`config.mk`:
```
export PLATFORM = sky130hd
export DESIGN_NAME = mci_cif_req_arb
export DESIGN_NICKNAME = d
export VERILOG_FILES = /design/src/rtl/mci_cif_req_arb.sv
export SDC_FILE = /design/constraint.sdc
export NUM_CORES = 1
export LEC_CHECK = 0
export CAP_MARGIN = 40
export CORE_AREA = 2 2 151 153
export CTS_BUF_LIST = sky130_fd_sc_hd__clkbuf_8
export DETAILED_ROUTE_END_ITERATION = 10
export DIE_AREA = 0 0 153 155
export SLEW_MARGIN = 20
export SYNTH_ARGS = -nofsm -noshare
export SYNTH_HDL_FRONTEND = slang
export SYNTH_SLANG_ARGS = --single-unit
```
`constraint.sdc`:
```
create_clock -name clk -period 1.98 [get_ports clk]
set_input_delay 0.297 -clock clk [delete_from_list [all_inputs] [get_ports clk]]
set_output_delay 0.297 -clock clk [all_outputs]
set_load 0.1 [all_outputs]
```
`src/rtl/mci_cif_req_arb.sv`:
```
// -----------------------------------------------------------------------------
// mci_cif_req_arb
//
// Serializes merged AXI write requests (AW+W) and read requests (AR) onto a
// single cif-style request channel feeding the MCI address decoder. Exactly
// one transaction is in flight at a time: grant, hold the request until the
// decoder drops cif_hold, then present the completion on the originating
// response channel until it is consumed. Contested grants alternate between
// the read and write channels, starting with the write channel after reset.
//
// Ports
//   clk, rst_b                       clock, asynchronous active-low reset
//   wr_req_valid / wr_req_ready      write request handshake (ready is a
//                                    same-cycle grant strobe)
//   wr_req_addr/wdata/wstrb/user/id  write payload
//   rd_req_valid / rd_req_ready      read request handshake
//   rd_req_addr/user/id              read payload
//   wr_resp_valid/ready/error/id     write completion
//   rd_resp_valid/ready/error/rdata/id  read completion
//   cif_dv, cif_write, cif_addr, cif_wdata, cif_wstrb, cif_user, cif_id
//                                    registered request to the decoder
//   cif_hold, cif_rdata, cif_error   decoder stall, read data, error
// -----------------------------------------------------------------------------
module mci_cif_req_arb #(
   parameter int ADDR_WIDTH = 32,
   parameter int DATA_WIDTH = 32,
   parameter int USER_WIDTH = 32,
   parameter int ID_WIDTH   = 8
) (
   input  logic                    clk,
   input  logic                    rst_b,

   input  logic                    wr_req_valid,
   output logic                    wr_req_ready,
   input  logic [ADDR_WIDTH-1:0]   wr_req_addr,
   input  logic [DATA_WIDTH-1:0]   wr_req_wdata,
   input  logic [DATA_WIDTH/8-1:0] wr_req_wstrb,
   input  logic [USER_WIDTH-1:0]   wr_req_user,
   input  logic [ID_WIDTH-1:0]     wr_req_id,

   input  logic                    rd_req_valid,
   output logic                    rd_req_ready,
   input  logic [ADDR_WIDTH-1:0]   rd_req_addr,
   input  logic [USER_WIDTH-1:0]   rd_req_user,
   input  logic [ID_WIDTH-1:0]     rd_req_id,

   output logic                    wr_resp_valid,
   input  logic                    wr_resp_ready,
   output logic                    wr_resp_error,
   output logic [ID_WIDTH-1:0]     wr_resp_id,

   output logic                    rd_resp_valid,
   input  logic                    rd_resp_ready,
   output logic                    rd_resp_error,
   output logic [DATA_WIDTH-1:0]   rd_resp_rdata,
   output logic [ID_WIDTH-1:0]     rd_resp_id,

   output logic                    cif_dv,
   output logic                    cif_write,
   output logic [ADDR_WIDTH-1:0]   cif_addr,
   output logic [DATA_WIDTH-1:0]   cif_wdata,
   output logic [DATA_WIDTH/8-1:0] cif_wstrb,
   output logic [USER_WIDTH-1:0]   cif_user,
   output logic [ID_WIDTH-1:0]     cif_id,
   input  logic                    cif_hold,
   input  logic [DATA_WIDTH-1:0]   cif_rdata,
   input  logic                    cif_error
);

   localparam int STRB_WIDTH = DATA_WIDTH / 8;

   typedef enum logic [1:0] {
      ST_IDLE = 2'd0,
      ST_REQ  = 2'd1,
      ST_RESP = 2'd2
   } state_t;

   state_t                  state_r;
   state_t                  state_s;

   logic                    grant_wr_s;
   logic                    grant_rd_s;
   logic                    complete_s;
   logic                    resp_done_s;

   // prio_rd_r = 1 means the read channel wins the next contested grant
   logic                    prio_rd_r;

   logic                    cif_dv_r;
   logic                    cif_write_r;
   logic [ADDR_WIDTH-1:0]   cif_addr_r;
   logic [DATA_WIDTH-1:0]   cif_wdata_r;
   logic [STRB_WIDTH-1:0]   cif_wstrb_r;
   logic [USER_WIDTH-1:0]   cif_user_r;
   logic [ID_WIDTH-1:0]     cif_id_r;
   logic                    resp_error_r;
   logic [DATA_WIDTH-1:0]   resp_rdata_r;
   logic                    wr_resp_valid_r;
   logic                    rd_resp_valid_r;

   // State register
   always_ff @(posedge clk or negedge rst_b) begin
      if (!rst_b) begin
         state_r <= ST_IDLE;
      end else begin
         state_r <= state_s;
      end
   end

   // Next-state logic, arbitration and completion/consume strobes
   always_comb begin
      state_s     = state_r;
      grant_wr_s  = 1'b0;
      grant_rd_s  = 1'b0;
      complete_s  = 1'b0;
      resp_done_s = 1'b0;
      case (state_r)
         ST_IDLE: begin
            // A lone valid always wins; prio_rd_r only breaks ties
            if (wr_req_valid && (!rd_req_valid || !prio_rd_r)) begin
               grant_wr_s = 1'b1;
            end else begin
               grant_wr_s = 1'b0;
            end
            if (rd_req_valid && !grant_wr_s) begin
               grant_rd_s = 1'b1;
            end else begin
               grant_rd_s = 1'b0;
            end
            if (grant_wr_s || grant_rd_s) begin
               state_s = ST_REQ;
            end else begin
               state_s = ST_IDLE;
            end
         end
         ST_REQ: begin
            if (!cif_hold) begin
               complete_s = 1'b1;
               state_s    = ST_RESP;
            end else begin
               state_s    = ST_REQ;
            end
         end
         ST_RESP: begin
            if (cif_write_r) begin
               resp_done_s = wr_resp_ready;
            end else begin
               resp_done_s = rd_resp_ready;
            end
            if (resp_done_s) begin
               state_s = ST_IDLE;
            end else begin
               state_s = ST_RESP;
            end
         end
         default: begin
            state_s = ST_IDLE;
         end
      endcase
   end

   // Request capture, priority update, completion capture and response valids
   always_ff @(posedge clk or negedge rst_b) begin
      if (!rst_b) begin
         prio_rd_r       <= 1'b0;
         cif_dv_r        <= 1'b0;
         cif_write_r     <= 1'b0;
         cif_addr_r      <= {ADDR_WIDTH{1'b0}};
         cif_wdata_r     <= {DATA_WIDTH{1'b0}};
         cif_wstrb_r     <= {STRB_WIDTH{1'b0}};
         cif_user_r      <= {USER_WIDTH{1'b0}};
         cif_id_r        <= {ID_WIDTH{1'b0}};
         resp_error_r    <= 1'b0;
         resp_rdata_r    <= {DATA_WIDTH{1'b0}};
         wr_resp_valid_r <= 1'b0;
         rd_resp_valid_r <= 1'b0;
      end else begin
         if (grant_wr_s) begin
            prio_rd_r   <= 1'b1;
            cif_dv_r    <= 1'b1;
            cif_write_r <= 1'b1;
            cif_addr_r  <= wr_req_addr;
            cif_wdata_r <= wr_req_wdata;
            cif_wstrb_r <= wr_req_wstrb;
            cif_user_r  <= wr_req_user;
            cif_id_r    <= wr_req_id;
         end else if (grant_rd_s) begin
            prio_rd_r   <= 1'b0;
            cif_dv_r    <= 1'b1;
            cif_write_r <= 1'b0;
            cif_addr_r  <= rd_req_addr;
            cif_wdata_r <= {DATA_WIDTH{1'b0}};
            cif_wstrb_r <= {STRB_WIDTH{1'b0}};
            cif_user_r  <= rd_req_user;
            cif_id_r    <= rd_req_id;
         end else if (complete_s) begin
            cif_dv_r        <= 1'b0;
            resp_error_r    <= cif_error;
            // Read data register keeps its last read value across writes
            if (!cif_write_r) begin
               resp_rdata_r <= cif_rdata;
            end else begin
               resp_rdata_r <= resp_rdata_r;
            end
            wr_resp_valid_r <= cif_write_r;
            rd_resp_valid_r <= !cif_write_r;
         end else if (resp_done_s) begin
            wr_resp_valid_r <= 1'b0;
            rd_resp_valid_r <= 1'b0;
         end else begin
            cif_dv_r        <= cif_dv_r;
         end
      end
   end

   // Grant strobes are same-cycle by protocol; gated by reset so no grant is
   // advertised while the block is held in reset
   assign wr_req_ready  = grant_wr_s & rst_b;
   assign rd_req_ready  = grant_rd_s & rst_b;

   assign cif_dv        = cif_dv_r;
   assign cif_write     = cif_write_r;
   assign cif_addr      = cif_addr_r;
   assign cif_wdata     = cif_wdata_r;
   assign cif_wstrb     = cif_wstrb_r;
   assign cif_user      = cif_user_r;
   assign cif_id        = cif_id_r;

   assign wr_resp_valid = wr_resp_valid_r;
   assign wr_resp_error = resp_error_r;
   assign wr_resp_id    = cif_id_r;
   assign rd_resp_valid = rd_resp_valid_r;
   assign rd_resp_error = resp_error_r;
   assign rd_resp_rdata = resp_rdata_r;
   assign rd_resp_id    = cif_id_r;

endmodule

```
== After elaboration in Yosys (flattened, before gate mapping) ==
Cells that the tools add are included.
Operators by class
  reduce and logical (&&, ||, !) cells: 14
  bitwise gates (word level): 5
  mux-type cells: 33
  equality and inequality tests: 2
Operators with widths (count)
  32-bit two-way mux: 6
  1-bit two-way mux: 20
  8-bit two-way mux: 2
  4-bit two-way mux: 2
  2-bit case mux with 3 select lines: 1
  3-bit AND reduction: 2
  2-bit two-way mux: 2
  4-bit AND reduction: 1
  2-bit nonzero test: 2
  1-bit logical NOT: 3
  1-bit NOT: 3
  3-bit nonzero test: 1
  1-bit AND: 2
  2-bit by 1-bit equality test with 1-bit output, second input constant: 1
  2-bit equality test, second input constant: 1
  1-bit logical AND: 2
  2-bit logical NOT: 1
  1-bit logical OR: 2
Word-level totals
  output and inout port bits: 164
  register bits after elaboration: 147

== Depth between registers and ports, before layout ==
  word-level depth: 12
  mapped depth: 5
  depth with buffers taken out: 3

== Least setup slack after synthesis ==
Ideal clock, no wire load.
  path kind: reg-to-output
  start point: reg, netlist name cif_write
  end point: out rd_req_ready
  path slack: -0.949 ns
  data required time: 1.683 ns
  arrival time: 2.632 ns
  cell stages (with the launch flop): 5
  cells stage by stage: dfrtp_1 > inv_2 > a211oi_4 > buf_6 > and2_1
RTL lines
  end, declared: line 42  | output logic rd_req_ready,

== Final worst setup path ==
  start point: reg state_r[1]
  end point: out rd_req_ready
On the way
  word-level cells in the longest chain between the ends: 3
RTL lines
  start, declared: line 78  | state_t state_r;
  start signal, assigned: line 106  | state_r <= state_s;
  2-bit logical NOT: line 117  | case (state_r)
  1-bit two-way mux: line 117
  1-bit AND: line 219  | assign rd_req_ready = grant_rd_s & rst_b;
No other way between the ends.

==> qor.csv <==
stage,metric,value,unit
global_route,layer with the highest usage,met2,
worst_setup_path,crit path capture type,primary output,
layout,Non-Filler Instances,1109,
worst_setup_path,Setup CP Type,reg -> out,
placement,hpwl dp,16.2,mm
worst_setup_path,CP max stage delay,410,ps
clock_network,CTS tree,built,
run,max_cap viols,0,
worst_setup_path,Critical Path RT,1680,ps
floorplanning,row count,55,
worst_setup_path,CP Buf/Inv Count,1,
worst_setup_path,worst-path fanout max,3,
clock_network,CTS root buffer,clkbuf_8,
synthesis,syn nets,665,
timing,f_max,0.516,GHz
synthesis,Syn Area/Cell,13.8,um^2
synthesis,register bit total from synthesis,147,
timing,relative slew slack,57.0,%
clock_network,Worst-Skew Late Latency,450,ps
worst_setup_path,"setup slack, reg-to-reg",170,ps
floorplanning,core area,0.0222,mm^2
placement,Final GP Congestion,0.828,
timing,final setup margin,41.3,ps
detailed_routing,DRT Pass-1 Iters,4,
detailed_routing,Vias,5447,
clock_network,"Clk pin slew, worst setup/hold paths",90,ps
global_route,first-pass GRT wire length,32.6,mm
clock_network,Max Buffers Root-to-Sink,2,
detailed_routing,initial drt markers,208,
global_route,vias in the first global route,5666,
floorplanning,die width,153,um
layout,layout net count,1032,
detailed_routing,routed len/inst,19.6,um
global_route,GRT overflow,0,
placement,dpl cell area,0.00984,mm^2
layout,synth-to-layout area growth,67.0,%
placement,Place WS,-23.8,ps
timing,min Tclk post-route,1940,ps
clock_network,Sink Count,147,
timing,RSZ-0062 raised after global routing,true,
worst_setup_path,top cell family by delay on the critical path,simple AND/OR/NAND/NOR gates,
synthesis,Synth Cell Area,0.00615,mm^2
worst_setup_path,crit path DAT,1640,ps
floorplanning,Vert. Die Dim,155,um
global_route,Total Routing Usage GR,17.6,%
synthesis,Ys Warns,0,
synthesis,"Distinct cells, synth",28,
synthesis,leading area contributor after synthesis,dfrtp_1,
detailed_routing,Post-route DRC,0,
worst_setup_path,crit-path cells,"or2_4, a211oi_4, and2_4, buf_12",
placement,PortBufs,383,
global_route,largest net degree at the start of global routing,81,
worst_setup_path,startpoint types,flip-flop,
synthesis,post-synth top area share,59.8,%
status,status,"finished, final reports clean",
layout,Post-Layout Inst Area,0.0103,mm^2
timing,Clock Skews,10.4,ps
floorplanning,I/O Pins,384,
detailed_routing,DR vias/cell,4.91,
floorplanning,effective utilization at floorplan,27.7,%
floorplanning,die footprint,0.0237,mm^2
global_route,M1 GR Usage,21.5,%
synthesis,post-synthesis sequential area ratio,59.8,%
worst_hold_path,Hold/Removal Path Class,in -> async,
timing,fin crit share,97.9,%
layout,number of diodes,0,
clock_network,H-Tree Depth,4,
global_route,initial antenna violation count,0,
worst_setup_path,slowest CP cell,dfrtp_1,
detailed_routing,WL final,21.7,mm
layout,layout cell share with drive strength beyond 1,28.0,%
placement,"number of placed instances, taps included",1073,
timing,max-slew violations,0,
timing,final-report setup violation count,0,
global_route,met3 track demand over resource,5.10,%
timing,sum of negative setup slack,0,ps
clock_network,Num CTS Buffers,17,
timing,final hold viol count,0,
global_route,met2 Usage GRT,29.3,%
detailed_routing,final antenna-violating net count,0,
timing,Least-Margin Pin Slew,645,ps
synthesis,cell count after synthesis,445,
synthesis,synth top area cells,"dfrtp_1 60%, a221o_1 12%, o21a_1 8.8%",
## flip-flops by register name, indices dropped and copies added, names as in the netlist
name	flops
state_r	2
cif_wstrb	4
cif_dv	1
cif_addr	32
cif_wdata	32
cif_write	1
wr_resp_valid	1
rd_resp_error	1
rd_resp_valid	1
cif_id	8
rd_resp_rdata	32
cif_user	32
## final cells by class
cell class | instances | area, um^2
Clock buffer | 17 | 234
Fill cell | 1993 | 12000
Inverter | 2 | 7.51
Tap cell | 285 | 357
Clock inverter | 14 | 153
Multi-Input combinational cell | 237 | 2130
Sequential cell | 147 | 3680
Timing Repair Buffer | 407 | 3710
## cells in the final DEF (no fill, tap or decap), types with 2 or more instances in the layout
cell,netlist,routed
a221o_1,72,72
a22o_1,36,36
and2_4,0,2
buf_12,0,8
buf_4,20,179
bufinv_16,0,2
clkbuf_8,0,17
clkdlybuf4s50_1,0,218
clkinv_2,0,2
clkinvlp_4,0,4
dfrtp_1,147,146
inv_6,0,5
mux2_1,33,33
nand2_1,6,6
nor2_4,1,2
o21a_1,72,72
o22ai_1,2,2
## worst paths after layout
| kind | to | start | cells past startpoint |
|---|---|---|---|
| max reg2reg | rd_resp_rdata[8] | state_r[1] | 5 |
| max | rd_req_ready | state_r[1] | 4 |
| min in group clk | cif_wdata[1] | wr_req_wdata[1] | 2 |
| max in group asynchronous | cif_user[8] | rst_b | 3 |
| min reg2reg | cif_dv | cif_dv | 2 |
| min | cif_user[19] | rst_b | 2 |
## Yosys cell counts, drive strengths merged
cell    instances
dfrtp         147
a221o          72
o21a           72
a22o           36
mux2           34
buf            31
clkbuf         28
nand2           6
nor2            3
and2            2
inv             2
o21ai           2
o22ai           2
a211oi          1
a21o            1
and3            1
nand3b          1
nor2b           1
or2             1
or2b            1
or3b            1
## cell families (layout without fill, tap and decap cells)
family / Yosys count / count (layout) / synth area share [%]
simple gates: 17 / 17 / 1.57
mux: 34 / 34 / 6.22
buf+inv: 61 / 440 / 5.96
flops: 147 / 147 / 59.8
compound gates: 186 / 186 / 26.4
## worst register-to-register path, delay by kind of cell (launching register included)
| family | cells | cell delay, ps |
|---|---|---|
| multiplexers | 1 | 370 |
| AND/OR/NAND/NOR | 2 | 550 |
| buffers and inverters | 2 | 360 |
| flip-flops | 1 | 410 |
## per-layer routing
metal / up-vias / share of wire, %
met1: 2707 / 41
li1: 2438 / -
met4: 0 / 3.2
met2: 263 / 50
met5: - / 0
met3: 39 / 6.6
## repair_timing
item / in CTS / in global routing
setup buffers: 3 / 1
resized for setup: 2 / 0
hold endpoints to repair: 29 / 0
endpoints found under the setup margin: 2 / 2
pin swaps: 2 / 1
hold buffers: 1 / 0
## stage by stage
stage / utilization (%) / hold WS (ps)
2_1_floorplan: - / 1.41
3_3_place_gp: 44.3 / 215
3_5_place_dp: 44.3 / 214
4_1_cts: 46.2 / 258
5_1_grt: 46.2 / 278
6_report: 46.2 / 296
Power is not shown: default switching activity piles up to over one toggle a cycle in this logic, so the estimate is an artifact.
